### src/rtl/coreaxi_arb_pkg.sv
// Shared types for the multi-core AXI arbiter.
// FSM state encodings and index-width helper.
package coreaxi_arb_pkg;

  typedef enum logic [1:0] {
    RD_IDLE,
    RD_ADDR,
    RD_DATA
  } rd_state_t;

  typedef enum logic [1:0] {
    WR_IDLE,
    WR_XFER,
    WR_RESP
  } wr_state_t;

  localparam int AXI_AW = 64;
  localparam int AXI_DW = 64;
  localparam int AXI_SW = 8;

  function automatic int idx_w(input int n);
    return (n > 1) ? $clog2(n) : 1;
  endfunction

endpackage

### src/rtl/coreaxi_arb_rr_pick.sv
// Combinational rotating-priority picker.
// Searches req from ptr upward, wrapping modulo n.
import coreaxi_arb_pkg::*;

module rr_pick #(
  parameter int n  = 2,
  parameter int iw = idx_w(n)
) (
  input  logic [n-1:0]  req,
  input  logic [iw-1:0] ptr,
  output logic [n-1:0]  gnt,
  output logic [iw-1:0] idx
);

  logic found;
  int   j;

  always_comb begin
    gnt   = '0;
    idx   = '0;
    found = 1'b0;
    j     = 0;
    for (int k = 0; k < n; k++) begin
      j = int'(ptr) + k;
      if (j >= n) j = j - n;
      if (!found && req[j]) begin
        found  = 1'b1;
        gnt[j] = 1'b1;
        idx    = iw'(j);
      end
    end
  end

endmodule

### src/rtl/coreaxi_arb.sv
// Shares one AXI4 master among ncore upstream masters.
// Read and write channels arbitrate independently, one outstanding each.
import coreaxi_arb_pkg::*;

module coreaxi_arb #(
  parameter int ncore = 2,
  parameter int rr    = 1
) (
  input  logic                    clk,
  input  logic                    rst,
  input  logic [ncore-1:0][63:0]  s_axi_awaddr,
  input  logic [ncore-1:0][7:0]   s_axi_awlen,
  input  logic [ncore-1:0][2:0]   s_axi_awsize,
  input  logic [ncore-1:0][1:0]   s_axi_awburst,
  input  logic [ncore-1:0]        s_axi_awvalid,
  output logic [ncore-1:0]        s_axi_awready,
  input  logic [ncore-1:0][63:0]  s_axi_wdata,
  input  logic [ncore-1:0][7:0]   s_axi_wstrb,
  input  logic [ncore-1:0]        s_axi_wlast,
  input  logic [ncore-1:0]        s_axi_wvalid,
  output logic [ncore-1:0]        s_axi_wready,
  output logic [ncore-1:0][1:0]   s_axi_bresp,
  output logic [ncore-1:0]        s_axi_bvalid,
  input  logic [ncore-1:0]        s_axi_bready,
  input  logic [ncore-1:0][63:0]  s_axi_araddr,
  input  logic [ncore-1:0][7:0]   s_axi_arlen,
  input  logic [ncore-1:0][2:0]   s_axi_arsize,
  input  logic [ncore-1:0][1:0]   s_axi_arburst,
  input  logic [ncore-1:0]        s_axi_arvalid,
  output logic [ncore-1:0]        s_axi_arready,
  output logic [ncore-1:0][63:0]  s_axi_rdata,
  output logic [ncore-1:0][1:0]   s_axi_rresp,
  output logic [ncore-1:0]        s_axi_rlast,
  output logic [ncore-1:0]        s_axi_rvalid,
  input  logic [ncore-1:0]        s_axi_rready,
  output logic [63:0]             m_axi_awaddr,
  output logic [7:0]              m_axi_awlen,
  output logic [2:0]              m_axi_awsize,
  output logic [1:0]              m_axi_awburst,
  output logic                    m_axi_awvalid,
  input  logic                    m_axi_awready,
  output logic [63:0]             m_axi_wdata,
  output logic [7:0]              m_axi_wstrb,
  output logic                    m_axi_wlast,
  output logic                    m_axi_wvalid,
  input  logic                    m_axi_wready,
  input  logic [1:0]              m_axi_bresp,
  input  logic                    m_axi_bvalid,
  output logic                    m_axi_bready,
  output logic [63:0]             m_axi_araddr,
  output logic [7:0]              m_axi_arlen,
  output logic [2:0]              m_axi_arsize,
  output logic [1:0]              m_axi_arburst,
  output logic                    m_axi_arvalid,
  input  logic                    m_axi_arready,
  input  logic [63:0]             m_axi_rdata,
  input  logic [1:0]              m_axi_rresp,
  input  logic                    m_axi_rlast,
  input  logic                    m_axi_rvalid,
  output logic                    m_axi_rready,
  output logic [ncore-1:0]        rd_grant,
  output logic [ncore-1:0]        wr_grant
);

  localparam int IW = idx_w(ncore);
  localparam logic [IW-1:0] LAST = IW'(ncore - 1);

  rd_state_t        rd_st_q, rd_st_d;
  wr_state_t        wr_st_q, wr_st_d;
  logic [ncore-1:0] rd_gnt_q, rd_gnt_d;
  logic [ncore-1:0] wr_gnt_q, wr_gnt_d;
  logic [IW-1:0]    rd_idx_q, rd_idx_d;
  logic [IW-1:0]    wr_idx_q, wr_idx_d;
  logic [IW-1:0]    rd_ptr_q, rd_ptr_d;
  logic [IW-1:0]    wr_ptr_q, wr_ptr_d;
  logic             aw_done_q, aw_done_d;
  logic             w_done_q, w_done_d;

  logic [ncore-1:0] rd_pick_gnt, wr_pick_gnt;
  logic [IW-1:0]    rd_pick_idx, wr_pick_idx;
  logic [IW-1:0]    rd_ptr_use, wr_ptr_use;
  logic [ncore-1:0] wr_req;

  logic rd_addr_ph, rd_data_ph;
  logic aw_ph, w_ph, b_ph;
  logic ar_hs, r_last_hs, aw_hs, w_last_hs, b_hs;

  // Fixed priority is a rotating search that always starts at 0.
  assign rd_ptr_use = (rr != 0) ? rd_ptr_q : '0;
  assign wr_ptr_use = (rr != 0) ? wr_ptr_q : '0;
  assign wr_req     = s_axi_awvalid | s_axi_wvalid;

  rr_pick #(.n(ncore), .iw(IW)) u_rd_pick (
    .req (s_axi_arvalid),
    .ptr (rd_ptr_use),
    .gnt (rd_pick_gnt),
    .idx (rd_pick_idx)
  );

  rr_pick #(.n(ncore), .iw(IW)) u_wr_pick (
    .req (wr_req),
    .ptr (wr_ptr_use),
    .gnt (wr_pick_gnt),
    .idx (wr_pick_idx)
  );

  assign rd_addr_ph = (rd_st_q == RD_ADDR);
  assign rd_data_ph = (rd_st_q == RD_DATA);
  assign aw_ph      = (wr_st_q == WR_XFER) && !aw_done_q;
  assign w_ph       = (wr_st_q == WR_XFER) && !w_done_q;
  assign b_ph       = (wr_st_q == WR_RESP);

  assign m_axi_araddr  = rd_addr_ph ? s_axi_araddr[rd_idx_q]  : '0;
  assign m_axi_arlen   = rd_addr_ph ? s_axi_arlen[rd_idx_q]   : '0;
  assign m_axi_arsize  = rd_addr_ph ? s_axi_arsize[rd_idx_q]  : '0;
  assign m_axi_arburst = rd_addr_ph ? s_axi_arburst[rd_idx_q] : '0;
  assign m_axi_arvalid = rd_addr_ph && s_axi_arvalid[rd_idx_q];
  assign m_axi_rready  = rd_data_ph && s_axi_rready[rd_idx_q];

  assign m_axi_awaddr  = aw_ph ? s_axi_awaddr[wr_idx_q]  : '0;
  assign m_axi_awlen   = aw_ph ? s_axi_awlen[wr_idx_q]   : '0;
  assign m_axi_awsize  = aw_ph ? s_axi_awsize[wr_idx_q]  : '0;
  assign m_axi_awburst = aw_ph ? s_axi_awburst[wr_idx_q] : '0;
  assign m_axi_awvalid = aw_ph && s_axi_awvalid[wr_idx_q];
  assign m_axi_wdata   = w_ph ? s_axi_wdata[wr_idx_q] : '0;
  assign m_axi_wstrb   = w_ph ? s_axi_wstrb[wr_idx_q] : '0;
  assign m_axi_wlast   = w_ph && s_axi_wlast[wr_idx_q];
  assign m_axi_wvalid  = w_ph && s_axi_wvalid[wr_idx_q];
  assign m_axi_bready  = b_ph && s_axi_bready[wr_idx_q];

  assign ar_hs     = m_axi_arvalid && m_axi_arready;
  assign r_last_hs = m_axi_rvalid && m_axi_rready && m_axi_rlast;
  assign aw_hs     = m_axi_awvalid && m_axi_awready;
  assign w_last_hs = m_axi_wvalid && m_axi_wready && m_axi_wlast;
  assign b_hs      = m_axi_bvalid && m_axi_bready;

  assign rd_grant = rd_gnt_q;
  assign wr_grant = wr_gnt_q;

  always_comb begin
    s_axi_arready = '0;
    s_axi_rvalid  = '0;
    s_axi_rdata   = '0;
    s_axi_rresp   = '0;
    s_axi_rlast   = '0;
    for (int i = 0; i < ncore; i++) begin
      if (IW'(i) == rd_idx_q) begin
        if (rd_addr_ph) s_axi_arready[i] = m_axi_arready;
        if (rd_data_ph) begin
          s_axi_rvalid[i] = m_axi_rvalid;
          s_axi_rdata[i]  = m_axi_rdata;
          s_axi_rresp[i]  = m_axi_rresp;
          s_axi_rlast[i]  = m_axi_rlast;
        end
      end
    end
  end

  always_comb begin
    s_axi_awready = '0;
    s_axi_wready  = '0;
    s_axi_bvalid  = '0;
    s_axi_bresp   = '0;
    for (int i = 0; i < ncore; i++) begin
      if (IW'(i) == wr_idx_q) begin
        if (aw_ph) s_axi_awready[i] = m_axi_awready;
        if (w_ph)  s_axi_wready[i]  = m_axi_wready;
        if (b_ph) begin
          s_axi_bvalid[i] = m_axi_bvalid;
          s_axi_bresp[i]  = m_axi_bresp;
        end
      end
    end
  end

  always_comb begin
    rd_st_d  = rd_st_q;
    rd_gnt_d = rd_gnt_q;
    rd_idx_d = rd_idx_q;
    rd_ptr_d = rd_ptr_q;
    unique case (rd_st_q)
      RD_IDLE: begin
        if (|s_axi_arvalid) begin
          rd_st_d  = RD_ADDR;
          rd_gnt_d = rd_pick_gnt;
          rd_idx_d = rd_pick_idx;
          rd_ptr_d = (rd_pick_idx == LAST) ? '0 : rd_pick_idx + 1'b1;
        end
      end
      RD_ADDR: if (ar_hs) rd_st_d = RD_DATA;
      RD_DATA: begin
        if (r_last_hs) begin
          rd_st_d  = RD_IDLE;
          rd_gnt_d = '0;
        end
      end
      default: begin
        rd_st_d  = RD_IDLE;
        rd_gnt_d = '0;
      end
    endcase
  end

  // Flags count this cycle's handshakes so XFER exits without a bubble.
  always_comb begin
    wr_st_d   = wr_st_q;
    wr_gnt_d  = wr_gnt_q;
    wr_idx_d  = wr_idx_q;
    wr_ptr_d  = wr_ptr_q;
    aw_done_d = aw_done_q | aw_hs;
    w_done_d  = w_done_q | w_last_hs;
    unique case (wr_st_q)
      WR_IDLE: begin
        aw_done_d = 1'b0;
        w_done_d  = 1'b0;
        if (|wr_req) begin
          wr_st_d  = WR_XFER;
          wr_gnt_d = wr_pick_gnt;
          wr_idx_d = wr_pick_idx;
          wr_ptr_d = (wr_pick_idx == LAST) ? '0 : wr_pick_idx + 1'b1;
        end
      end
      WR_XFER: if (aw_done_d && w_done_d) wr_st_d = WR_RESP;
      WR_RESP: begin
        if (b_hs) begin
          wr_st_d   = WR_IDLE;
          wr_gnt_d  = '0;
          aw_done_d = 1'b0;
          w_done_d  = 1'b0;
        end
      end
      default: begin
        wr_st_d  = WR_IDLE;
        wr_gnt_d = '0;
      end
    endcase
  end

  always_ff @(posedge clk) begin
    if (rst) begin
      rd_st_q   <= RD_IDLE;
      wr_st_q   <= WR_IDLE;
      rd_gnt_q  <= '0;
      wr_gnt_q  <= '0;
      rd_idx_q  <= '0;
      wr_idx_q  <= '0;
      rd_ptr_q  <= '0;
      wr_ptr_q  <= '0;
      aw_done_q <= 1'b0;
      w_done_q  <= 1'b0;
    end else begin
      rd_st_q   <= rd_st_d;
      wr_st_q   <= wr_st_d;
      rd_gnt_q  <= rd_gnt_d;
      wr_gnt_q  <= wr_gnt_d;
      rd_idx_q  <= rd_idx_d;
      wr_idx_q  <= wr_idx_d;
      rd_ptr_q  <= rd_ptr_d;
      wr_ptr_q  <= wr_ptr_d;
      aw_done_q <= aw_done_d;
      w_done_q  <= w_done_d;
    end
  end

endmodule

### config.mk
export PLATFORM = sky130hd
export DESIGN_NAME = coreaxi_arb
export DESIGN_NICKNAME = d
export VERILOG_FILES = /design/src/rtl/coreaxi_arb_pkg.sv /design/src/rtl/coreaxi_arb_rr_pick.sv /design/src/rtl/coreaxi_arb.sv
export SDC_FILE = /design/constraint.sdc
export NUM_CORES = 1
export LEC_CHECK = 0
export CAP_MARGIN = 0
export CORE_AREA = 2 2 358 360
export CTS_CLUSTER_SIZE = 25
export DETAILED_ROUTE_END_ITERATION = 8
export DIE_AREA = 0 0 360 362
export HOLD_SLACK_MARGIN = 0.08
export PLACE_DENSITY = 0.3
export SLEW_MARGIN = 10
export SYNTH_ARGS = -nofsm -noshare
export SYNTH_HDL_FRONTEND = slang
export SYNTH_SLANG_ARGS = --single-unit
### constraint.sdc
create_clock -name clk -period 3.2 [get_ports clk]
set_input_delay 0.64 -clock clk [delete_from_list [all_inputs] [get_ports clk]]
set_output_delay 0.64 -clock clk [all_outputs]
set_load 0.1 [all_outputs]
After elaboration in Yosys (flattened, before gate mapping)
Cells that the tools add are included.
{ "totals": {"ff_bits": 14, "input_bits": 540, "elab_cells": 206} }
{ "classes": {"add_sub_neg": 8, "order_cmp": 14, "eq_ne": 10, "muxes": 121, "n_bitwise": 7, "n_reduce_logical": 36} }
{ "ops": {"columns": ["operator", "count"], "rows": [
  ["64-bit two-way mux", 12],
  ["32-bit by 1-bit >= comparator with 1-bit output, second input constant", 4],
  ["32-bit by 3-bit less-than comparator with 1-bit output, second input constant", 4],
  ["32-bit two-way mux", 4],
  ["8-bit two-way mux", 9],
  ["32-bit by 3-bit >= comparator with 1-bit output, second input constant", 2],
  ["32-bit by 3-bit subtractor with 32-bit output, second input constant", 2],
  ["1-bit two-way mux", 56],
  ["2-bit two-way mux", 24],
  ["2-bit case mux with 3 select lines", 4],
  ["1-bit logical AND", 22],
  ["3-bit two-way mux", 6],
  ["3-bit AND reduction", 4],
  ["2-bit by 1-bit inequality test with 1-bit output, second input constant", 4],
  ["2-bit OR", 3],
  ["1-bit by 2-bit subtractor with 3-bit output, second input constant", 2],
  ["1-bit by 1-bit adder with 2-bit output, second input constant", 2],
  ["1-bit demux with 1-bit select", 4],
  ["2-bit by 1-bit == test with 1-bit output, second input constant", 2],
  ["2-bit == test, second input constant", 2],
  ["1-bit by 2-bit >= comparator with 1-bit output, second input constant", 2],
  ["1-bit zero test", 4],
  ["2-bit zero test", 2],
  ["1-bit by 2-bit less-than comparator with 1-bit output, second input constant", 2],
  ["other kinds (7)", 14]
]} }

Depth between registers and ports, before layout
Gate-level depths: netlist of the first run.
{ "logic_depth": {"depth_word": 11, "ltp_mapped": 6, "depth_no_buf": 4} }

By module
A second synthesis of the first run with hierarchy kept.
{ "unflattened": {"hier_cells": 764, "hier_area_um2": 5081.1} }
{ "by_module_without_submodules": {"columns": ["mod", "n_inst", "cells_each", "area_each_um2", "seq_area_each_um2"], "rows": [
  ["coreaxi_arb", 1, 756, 5021.1, 280.3],
  ["rr_pick", 2, 4, 30.0, 0.0]
]} }

Least setup slack after synthesis of the first run
No wires, ideal clock.
{ "synth_timing": {"path_kind": "reg-to-output", "start": "register wr_idx_q", "end": "output s_axi_awready[1]", "arrival_time_ps": 3311, "t_required_ps": 2560, "slack_ps": -751, "stages_incl_launch_ff": 6, "path_buffers": 3, "path_cell_list": "dfxtp_1 > clkbuf_1 > clkbuf_1 > clkbuf_1 > inv_1 > nor3_1"} }
{ "synth_between": {"elab_chain_cells": 1} }
{ "synth_rtl": {"columns": ["item", "line", "source"], "rows": [
  ["from (decl)", "coreaxi_arb.sv:73", "logic [IW-1:0] wr_idx_q, wr_idx_d;"],
  ["from (signal assigned)", "coreaxi_arb.sv:257", "wr_idx_q <= wr_idx_d;"],
  ["1-bit two-way mux", "coreaxi_arb.sv:165", "if (IW'(i) == wr_idx_q) begin"],
  ["to (decl)", "coreaxi_arb.sv:16", "output logic [ncore-1:0] s_axi_awready,"]
]} }
Every way passes these cells.

Worst setup path after layout of the first run
{ "layout_timing": {"start": "register wr_idx_q", "end": "output m_axi_wdata[35]"} }
{ "layout_between": {"elab_chain_cells": 3} }
{ "layout_rtl": {"columns": ["item", "line", "source"], "rows": [
  ["64-bit two-way mux (not written as such) (2 in series)", "coreaxi_arb.sv:125", "assign m_axi_wdata = w_ph ? s_axi_wdata[wr_idx_q] : '0;"],
  ["64-bit two-way mux", "coreaxi_arb.sv:125", null],
  ["to (decl)", "coreaxi_arb.sv:42", "output logic [63:0] m_axi_wdata,"]
]} }
Every way passes these cells. The select of a mux whose other input is x is not followed.

==> results of run 1 <==
## per-layer routing
layer,up-vias,GRT usage,part of all wire
met3,57,0.0440,0.085
met2,512,0.211,0.51
li1,4361,-,-
met5,-,0,0.0015
met1,4214,0.138,0.40
met4,18,0.00428,0.0040
## sequential cells by signal, summed over array words and instances (netlist names)
register   count
wr_idx_q       1
wr_grant       2
aw_done_q      1
wr_ptr_q       1
rd_idx_q       1
rd_ptr_q       1
rd_st_q        2
w_done_q       1
rd_grant       2
wr_st_q        2
## synth_stat cells (2+ instances only)
master | count | area share
nand2b_1 | 4 | 0.0050
inv_1 | 9 | 0.0067
dfxtp_1 | 14 | 0.056
a211oi_1 | 2 | 0.0030
and2_1 | 136 | 0.17
nor4_1 | 2 | 0.0025
mux2i_1 | 232 | 0.46
o21ai_0 | 5 | 0.0050
o21bai_1 | 2 | 0.0030
buf_1 | 20 | 0.015
nand2_1 | 9 | 0.0067
or4_1 | 2 | 0.0030
clkbuf_1 | 50 | 0.037
or3b_1 | 2 | 0.0035
a311oi_1 | 2 | 0.0035
nor3_1 | 9 | 0.0089
a21oi_1 | 6 | 0.0060
nor2_1 | 251 | 0.19
## kinds of logic after synthesis
logic type      Yosys count
compound gates           25
flops                    14
mux                     232
simple gates            417
buf+inv                  80
## stage by stage
step | instance area, µm² | hold WS [ns]
detailed placement | 20000 | 0.474
global route | 20100 | 0.512
finish | 20100 | 0.487
CTS | 20100 | 0.491
floorplan | 5730 | 0.447
global placement | 20000 | 0.470
## power groups by stage
stage,sequential (mW),combinational [mW],clock (mW)
2_1_floorplan,0.226,2.64,0
3_3_place_gp,0.231,4.95,0
3_5_place_dp,0.232,4.95,0
4_1_cts,0.229,4.97,0.294
5_1_grt,0.229,5.06,0.304
6_report,0.226,4.88,0.281
## critical path, delay by kind of cell, from the launching register on
family | cells | cell delay [ns]
flip-flops | 1 | 0.71
multiplexers | 1 | 0.71
AND/OR/NAND/NOR | 1 | 0.04
buffers and inverters | 3 | 0.70
## final cells by class
cell class,count,area [µm²],share of cell area
Antenna cell,7,17.5,0.000871
Clock buffer,4,88.8,0.00442
Inverter,9,33.8,0.00168
Multi-Input combinational cell,674,5200,0.259
Sequential cell,14,288,0.0143
Tap cell,1662,2080,0.103
Timing Repair Buffer,966,12400,0.617
## worst min path at each step
stage	cells past startpoint	to	start	slack, ns
detailed placement	1	rd_grant[0]$_SDFFE_PP0P_	rd_grant[0]$_SDFFE_PP0P_	0.47
global placement	1	rd_grant[0]$_SDFFE_PP0P_	rd_grant[0]$_SDFFE_PP0P_	0.47
floorplan	1	wr_ptr_q$_SDFFE_PP0P_	wr_ptr_q$_SDFFE_PP0P_	0.45
CTS	2	wr_grant[1]$_SDFFE_PP0P_	wr_grant[1]$_SDFFE_PP0P_	0.49
global route	2	wr_grant[1]$_SDFFE_PP0P_	wr_grant[1]$_SDFFE_PP0P_	0.51
finish	2	wr_grant[1]$_SDFFE_PP0P_	wr_grant[1]$_SDFFE_PP0P_	0.49
## repair_timing
action	CTS	global route
hold buffers	0	0
endpoints found under the hold margin	0	0
endpoints found under the setup margin	6	0
gates resized for setup	6	0
==> summary.txt, run 1 <==
Detailed routing
  – Via count of the routed design: 9162
  – DR pass1 iterations: 4
  – ANT nets after route: 0
  – Initial DRC count: 291
  – WL final: 80.2 mm
  – DR WL/cell: 24.1 µm
  – DR DRC count: 0
  – Detail-routed via count per cell: 2.75

Setup path
  – RR Startpoint: wr_st_q[0]$_SDFFE_PP0P_
  – Worst setup EP type: primary output
  – R2R setup slack: 0.68 ns
  – Terminus of the critical flop-to-flop path: wr_st_q[1]$_SDFFE_PP0P_
  – Crit path largest cell delay: 0.71 ns
  – Slowest cell on crit path: dfxtp_4
  – Critical-path cell list: buf_12 > mux2i_1 > buf_4 > nor2_4 > buf_12
  – Crit Path Max Fanout: 32
  – Worst EP arrival: 2.47 ns
  – CP startpoint kind: flip-flop
  – Reg2reg path depth: 4
  – Most frequent CP cell: buf_12
  – Critical path class: flip-flop to primary output
  – CP endpoint: m_axi_wdata[35]
  – Crit path from: wr_idx_q$_SDFFE_PP0P_
  – Crit path required time: 2.56 ns

Pwr
  – PD cells: 268 nW/µm²
  – Sequential share of power: 0.042
  – Pint: 2.22 mW
  – Peak VDD IR: 156 µV
  – P_sw: 3.17 mW
  – Pleak: 7.27 nW
  – Clock share of power: 0.052
  – Comb power frac: 0.906
  – PnR Total Power: 5.39 mW
  – Sw Share: 0.587

Synthesis
  – FF+latch count, synth: 14
  – Synthesized cell area: 5040 µm²
  – Adder-Cell Fraction of Synth Area: 0
  – Library cells used by synthesis: 29
  – Synth Instances: 768
  – Synth warnings: 0
  – Post-synthesis compound-gate area fraction: 0.0353
  – Simple-gate share of the synthesized area: 0.388
  – Register area share after synthesis: 0.0556
  – Syn Area/Cell: 6.56 µm²
  – Post-Synth XOR/XNOR Area: 0
  – Asr flop ratio synth: 0
  – Largest family of logic cells by synthesized area: multiplexers
  – Post-synth EDFFs: 0
  – Post-synthesis mux area share: 0.461
  – Top_reg_cell synth: dfxtp_1
  – Post-synth net total: 1308

Die
  – Rows: 131
  – Starting Density: 0.0398
  – Chip width: 360 µm
  – Core area: 127000 µm²
  – Die H: 362 µm
  – Die Area: 130000 µm²
  – I/O pin count: 924

STA
  – Post-route setup slack: 0.0877 ns
  – Fin. Hold Viols: 0
  – Relative slew margins: 0.330
  – RSZ-0062 raised after global routing: no
  – Fmax: 0.321 GHz
  – Setup_tns: 0 ns
  – Final setup viols: 0
  – Final period util: 0.973
  – Min cycle time layout: 3.11 ns
  – Slew Viols, Final: 0
  – Worst slew pin tran: 0.995 ns
  – Clock Skews: 0.000870 ns

CTS
  – H-Tree Depth: 1
  – CTS Buffer Depth: 2
  – Clock root buffer: clkbuf_16
  – Worst-Skew Late Latency: 0.26 ns
  – Reg clk slew, reported paths: 0.05 ns
  – CTS Buf Count: 3
  – CTS tree: done
  – Postcts setup bufs: 0
  – Clock Sink Count: 14

Final layout
  – Layout cells sized above 1: 0.361
  – Area delta synth->final: 299%
  – Total Nets Final: 2208
  – Post-Route Utilization: 0.159
  – Fillers: 14200
  – Final std cells w/o fill: 3336
  – Leading cell type in the layout, fill and taps excluded: clkdlybuf4s50_1
  – Commonest non-fill, non-tap cells in the layout: 539 x clkdlybuf4s50_1, 304 x buf_12, 225 x mux2i_1, 136 x and2_1, 123 x buf_4

GRT
  – Largest net degree at the start of global routing: 66
  – First-pass GRT wire length: 101 mm
  – Initial antenna violation count: 38
  – Gr ovfl total: 0
  – Vias in the first global route: 9687
  – GRT Util Overall: 0.117

Placed design
  – Place WS: 0.0785 ns
  – I/O Buffers: 923
  – Dpl hpwl: 74.9 mm
  – Cell count after placement: 3325
  – GP Congestion: 0.889

Flow run
  – Maxcap violations: 0

Min path
  – Worst Hold Class: flip-flop to flip-flop

Run status
  – Status: finished, final reports clean
Note: power is estimated with default switching activity, not from simulation.
==> run 2: changes to the inputs <==
- SLEW_MARGIN: 10 -> default
==> run 2 against run 1 <==
Sequential cell count is the same; via count down 0.47%; combinational power hardly changed; power about the same; hold slack worse by 0.0094 ns; final cell count barely moved.
==> summary.txt, run 2 (synthesized netlist as in run 1, its figures left out) <==
Run status
  – Status: finished, final reports clean (unchanged)

STA
  – Hold Worst Slack: 0.478 ns (was 0.487 ns)
  – Fmax: 0.333 GHz (was 0.321 GHz)
  – Relative slew margins: 0.356 (was 0.330)
  – Fin. Hold Viols: 0 (unchanged)
  – Final setup viols: 0 (unchanged)
  – Post-route setup slack: 0.193 ns (was 0.0877 ns)
  – RSZ-0062 raised after global routing: no (unchanged)
  – Final period util: 0.940 (was 0.973)
  – Setup_tns: 0 ns (unchanged)
  – Min cycle time layout: 3.01 ns (was 3.11 ns)
  – Clock Skews: 0.000836 ns (was 0.000870 ns)
  – Worst slew pin tran: 0.966 ns (was 0.995 ns)
  – Slew Viols, Final: 0 (unchanged)

Setup path
  – CP endpoint: m_axi_wdata[35] (unchanged)
  – Worst setup EP type: primary output (unchanged)
  – CP startpoint kind: flip-flop (unchanged)
  – R2R setup slack: 0.66 ns (was 0.68 ns)
  – Worst EP arrival: 2.37 ns (was 2.47 ns)
  – RR Startpoint: wr_idx_q$_SDFFE_PP0P_ (was wr_st_q[0]$_SDFFE_PP0P_)
  – Crit path required time: 2.56 ns (about the same)
  – Reg2reg path depth: 4 (unchanged)
  – Terminus of the critical flop-to-flop path: wr_st_q[1]$_SDFFE_PP0P_ (unchanged)
  – Slowest cell on crit path: dfxtp_4 (unchanged)
  – Critical path class: flip-flop to primary output (unchanged)
  – Critical-path cell list: buf_12 > mux2i_1 > buf_4 > nor2_4 > buf_12 (unchanged)
  – Crit path largest cell delay: 0.69 ns (was 0.71 ns)
  – Crit path from: wr_idx_q$_SDFFE_PP0P_ (unchanged)
  – Most frequent CP cell: buf_12 (unchanged)
  – Crit Path Max Fanout: 32 (unchanged)

Detailed routing
  – Via count of the routed design: 9119 (was 9162)
  – Initial DRC count: 352 (was 291)
  – ANT nets after route: 0 (unchanged)
  – WL final: 80.2 mm (about the same)
  – Detail-routed via count per cell: 2.73 (was 2.75)
  – DR pass1 iterations: 4 (unchanged)
  – DR DRC count: 0 (unchanged)
  – DR WL/cell: 24.0 µm (was 24.1 µm)

Pwr
  – Pint: 2.22 mW (about the same)
  – Sw Share: 0.587 (about the same)
  – Peak VDD IR: 147 µV (was 156 µV)
  – Clock share of power: 0.052 (about the same)
  – Sequential share of power: 0.042 (about the same)
  – Pleak: 7.27 nW (unchanged)
  – Comb power frac: 0.907 (was 0.906)
  – PD cells: 268 nW/µm² (about the same)
  – P_sw: 3.16 mW (was 3.17 mW)

CTS
  – CTS Buf Count: 3 (unchanged)
  – Postcts setup bufs: 0 (unchanged)
  – Clock Sink Count: 14 (unchanged)
  – CTS tree: done (unchanged)
  – Clock root buffer: clkbuf_16 (unchanged)
  – Reg clk slew, reported paths: 0.05 ns (about the same)
  – # resized after CTS: 7 (was 6)
  – CTS Buffer Depth: 2 (unchanged)
  – H-Tree Depth: 1 (unchanged)
  – CTS Hold Bufs: 0 (unchanged)
  – Worst-Skew Late Latency: 0.26 ns (about the same)

Die
  – Core area: 127000 µm² (unchanged)
  – Starting Density: 0.0398 (unchanged)
  – Rows: 131 (unchanged)
  – Die H: 362 µm (unchanged)
  – Chip width: 360 µm (unchanged)
  – I/O pin count: 924 (unchanged)
  – Die Area: 130000 µm² (unchanged)

Final layout
  – Layout cells sized above 1: 0.361 (unchanged)
  – Leading cell type in the layout, fill and taps excluded: clkdlybuf4s50_1 (unchanged)
  – Area delta synth->final: 299% (about the same)
  – Post-Route Utilization: 0.159 (about the same)
  – Commonest non-fill, non-tap cells in the layout: 539 x clkdlybuf4s50_1, 304 x buf_12, 225 x mux2i_1, 136 x and2_1, 123 x buf_4 (unchanged)
  – Total Nets Final: 2208 (unchanged)
  – Final Instance Area: 20100 µm² (about the same)
  – Fillers: 14200 (about the same)

Placed design
  – Place WS: 0.0353 ns (was 0.0785 ns)
  – I/O Buffers: 923 (unchanged)
  – GP Congestion: 0.889 (unchanged)
  – Dpl hpwl: 74.8 mm (was 74.9 mm)
  – Placed Area: 20000 µm² (about the same)

GRT
  – GRT Util Overall: 0.117 (about the same)
  – Largest net degree at the start of global routing: 66 (unchanged)
  – Gr ovfl total: 0 (unchanged)
  – Initial antenna violation count: 37 (was 38)
  – First-pass GRT wire length: 101 mm (about the same)
  – Vias in the first global route: 9590 (was 9687)

Min path
  – Worst Hold Class: flip-flop to flip-flop (unchanged)

Flow run
  – Maxcap violations: 0 (unchanged)
-- run 2: cell count changes in the layout (fill, tap and decap cells not counted) --
cell / before / now
diode_2: 7 / 8
-- run 2: worst min-delay path by stage --
stage | from | endpoint | slack (ns) | depth (start not counted)
after floorplan | wr_ptr_q$_SDFFE_PP0P_ | wr_ptr_q$_SDFFE_PP0P_ | 0.45 | 1
after detailed placement | rd_grant[1]$_SDFFE_PP0P_ | rd_grant[1]$_SDFFE_PP0P_ | 0.47 | 1
after global routing | wr_grant[1]$_SDFFE_PP0P_ | wr_grant[1]$_SDFFE_PP0P_ | 0.50 | 2
after global placement | rd_grant[0]$_SDFFE_PP0P_ | rd_grant[0]$_SDFFE_PP0P_ | 0.47 | 1
final | rd_grant[1]$_SDFFE_PP0P_ | rd_grant[1]$_SDFFE_PP0P_ | 0.48 | 1
after CTS | rd_grant[1]$_SDFFE_PP0P_ | rd_grant[1]$_SDFFE_PP0P_ | 0.48 | 1
-- run 2: critical path, delay by kind of cell, from the launching register on --
kind                   cells  cell delay [ns]
multiplexers               1             0.63
AND/OR/NAND/NOR            1             0.04
buffers and inverters      3             0.71
flip-flops                 1             0.69
-- run 2: layout make-up --
type	count	area, µm²	share of cell area
antenna	8	20.0	0.000995
multi-input combinational	674	5200	0.259
tap	1662	2080	0.103
clock buffer	4	88.8	0.00442
inverter	9	33.8	0.00168
timing repair buffer	966	12400	0.617
sequential	14	288	0.0143
-- run 2: power by group through the flow --
stage               Clock (mW)  Combinational, mW  Sequential [mW]
detailed placement           0               4.95            0.232
global route             0.303               5.06            0.229
floorplan                    0               2.64            0.226
CTS                      0.293               4.96            0.229
global placement             0               4.95            0.231
finish                   0.278               4.88            0.225
-- run 2: stage by stage --
step / power [mW] / std cells
after floorplan: 2.87 / 768
after global placement: 5.18 / 3325
after detailed placement: 5.18 / 3325
after CTS: 5.49 / 3329
after global routing: 5.59 / 3329
final: 5.38 / 3337
-- run 2: metal layers --
layer / global-route usage / vias to the layer above / share of wire
li1: - / 4357 / -
met1: 0.138 / 4171 / 0.40
met2: 0.212 / 517 / 0.51
met3: 0.0431 / 56 / 0.085
met4: 0.00247 / 18 / 0.0038
met5: 0 / - / 0.0016
==> run 3: changes to the inputs <==
--- a/constraint.sdc
+++ b/constraint.sdc
@@ -3,2 +3,2 @@
 set_output_delay 0.64 -clock clk [all_outputs]
-set_load 0.1 [all_outputs]
+set_load 0.05 [all_outputs]
==> run 3 against run 2 <==
Clock skew is essentially flat; critical path type unchanged; hold slack improved by 0.011 ns; first-iteration DRC count increased by 15%; global-route usage is 1.4 points lower; design area is 16% lower; register-to-register slack got worse by 0.16 ns.
==> summary.txt, run 3 (synthesized netlist as in run 1, its figures left out) <==
GRT
  – Initial antenna violation count: 30 (was 37)
  – GRT Util Overall: 0.103 (was 0.117)
  – Gr ovfl total: 0 (unchanged)
  – Largest net degree at the start of global routing: 69 (was 66)
  – Vias in the first global route: 9709 (was 9590)
  – First-pass GRT wire length: 90.9 mm (was 101 mm)

Final layout
  – Total Nets Final: 2211 (was 2208)
  – Commonest non-fill, non-tap cells in the layout: 602 x clkdlybuf4s50_1, 272 x buf_4, 249 x nor2_1, 232 x mux2i_1, 136 x and2_1 (was 539 x clkdlybuf4s50_1, 304 x buf_12, 225 x mux2i_1, 136 x and2_1, 123 x buf_4)
  – Final std cells w/o fill: 3340 (was 3337)
  – Post-Route Utilization: 0.134 (was 0.159)
  – Leading cell type in the layout, fill and taps excluded: clkdlybuf4s50_1 (unchanged)
  – Layout cells sized above 1: 0.228 (was 0.361)
  – Area delta synth->final: 237% (was 299%)

Setup path
  – Worst EP arrival: 2.41 ns (was 2.37 ns)
  – Slowest cell on crit path: clkdlybuf4s50_1 (was dfxtp_4)
  – Crit path buffers/inverters: 1 (was 3)
  – Crit path required time: 2.56 ns (about the same)
  – Critical-path cell list: or3b_4 > nor2_1 > clkdlybuf4s50_1 (was buf_12 > mux2i_1 > buf_4 > nor2_4 > buf_12)
  – Critical path class: flip-flop to primary output (unchanged)
  – Worst setup EP type: primary output (unchanged)
  – CP startpoint kind: flip-flop (unchanged)
  – Crit Path Max Fanout: 19 (was 32)
  – Crit path largest cell delay: 0.84 ns (was 0.69 ns)
  – Crit-path leading delay family: buffers and inverters (unchanged)

Detailed routing
  – DR pass1 iterations: 4 (unchanged)
  – ANT nets after route: 0 (unchanged)
  – DR WL/cell: 21.3 µm (was 24.0 µm)
  – Initial DRC count: 406 (was 352)
  – DR DRC count: 0 (unchanged)
  – WL final: 71.3 mm (was 80.2 mm)
  – Detail-routed via count per cell: 2.71 (was 2.73)
  – Via count of the routed design: 9055 (was 9119)

CTS
  – CTS Buffer Depth: 2 (unchanged)
  – Postcts setup bufs: 0 (unchanged)
  – # resized after CTS: 0 (was 7)
  – Reg clk slew, reported paths: 0.05 ns (about the same)
  – CTS tree: done (unchanged)
  – Clock Sink Count: 14 (unchanged)
  – Worst-Skew Late Latency: 0.25 ns (was 0.26 ns)
  – Clock root buffer: clkbuf_16 (unchanged)
  – CTS Buf Count: 3 (unchanged)
  – H-Tree Depth: 1 (unchanged)
  – CTS Hold Bufs: 0 (unchanged)

Die
  – Core area: 127000 µm² (unchanged)
  – Die H: 362 µm (unchanged)
  – I/O pin count: 924 (unchanged)
  – Chip width: 360 µm (unchanged)
  – Rows: 131 (unchanged)
  – Die Area: 130000 µm² (unchanged)
  – Starting Density: 0.0398 (unchanged)

Pwr
  – Pleak: 6.48 nW (was 7.27 nW)
  – Peak VDD IR: 128 µV (was 147 µV)
  – PD cells: 225 nW/µm² (was 268 nW/µm²)

STA
  – Fmax: 0.328 GHz (was 0.333 GHz)
  – Final setup viols: 0 (unchanged)
  – Slew Viols, Final: 0 (unchanged)
  – Final period util: 0.953 (was 0.940)
  – Fin. Hold Viols: 0 (unchanged)
  – Setup_tns: 0 ns (unchanged)
  – Relative slew margins: 0.496 (was 0.356)
  – Post-route setup slack: 0.150 ns (was 0.193 ns)
  – Worst slew pin tran: 0.735 ns (was 0.966 ns)
  – RSZ-0062 raised after global routing: no (unchanged)
  – Clock Skews: 0.000596 ns (was 0.000836 ns)
  – Min cycle time layout: 3.05 ns (was 3.01 ns)

Run status
  – Status: finished, final reports clean (unchanged)

Flow run
  – Maxcap violations: 0 (unchanged)

Placed design
  – I/O Buffers: 923 (unchanged)
  – Cell count after placement: 3328 (was 3325)
  – Place WS: 0.307 ns (was 0.0353 ns)
  – GP Congestion: 0.904 (was 0.889)
  – Dpl hpwl: 66.6 mm (was 74.8 mm)

Min path
  – Worst Hold Class: flip-flop to flip-flop (unchanged)
==> run 3: cell count changes in the layout (fill, tap and decap cells not counted), sizes merged <==
cell | before | now
clkdlybuf4s50 | 539 | 602
buf | 427 | 367
==> run 3: metrics by stage <==
stage / hold WS, ns / area (µm²) / power [mW]
after global routing: 0.508 / 16900 / 4.03
after CTS: 0.485 / 16900 / 3.92
after global placement: 0.465 / 16900 / 3.62
after floorplan: 0.447 / 5040 / 1.71
final: 0.489 / 17000 / 3.82
after detailed placement: 0.469 / 16900 / 3.62
==> run 3: path summary, 6_finish.rpt <==
check                                         startpoint                        to  slack, ns  depth (start not counted)
worst max-delay path             wr_st_q[0]$_SDFFE_PP0P_           m_axi_awsize[1]       0.15                          3
worst min-delay path            wr_grant[1]$_SDFFE_PP0P_  wr_grant[1]$_SDFFE_PP0P_       0.49                          2
worst max register to register     wr_idx_q$_SDFFE_PP0P_   wr_st_q[1]$_SDFFE_PP0P_       0.50                          5
worst min register to register  wr_grant[1]$_SDFFE_PP0P_  wr_grant[1]$_SDFFE_PP0P_       0.49                          2
==> run 3: report_power, final <==
group | switching (mW) | internal, mW | total, mW
sequential | 0.0369 | 0.186 | 0.223
clock | 0.0896 | 0.190 | 0.280
combinational | 1.85 | 1.47 | 3.32
==> run 3: worst reg2reg max path, delay by kind of cell (launching register included) <==
family          cells  cell delay (ns)
flops               1             0.73
compound gates      2             0.61
simple gates        1             0.56
mux                 1             0.47
buf+inv             1             0.25
==> run 3: routing by layer <==
metal | routed length [µm] | up-vias | global-route usage
li1 | - | 4353 | -
met1 | 24800 | 4147 | 0.104
met2 | 39000 | 497 | 0.202
met3 | 6940 | 50 | 0.0410
met4 | 461 | 8 | 0.00774
met5 | 64 | - | 0
==> run 3: area by class of cell <==
class / count / area, µm²
inverters: 9 / 33.8
flip-flops and latches: 14 / 288
well taps: 1662 / 2080
fillers: 14500 / 110000
repair buffers: 969 / 9970
multi-input cells: 674 / 4480
clock buffers: 4 / 88.8
diodes: 8 / 20.0
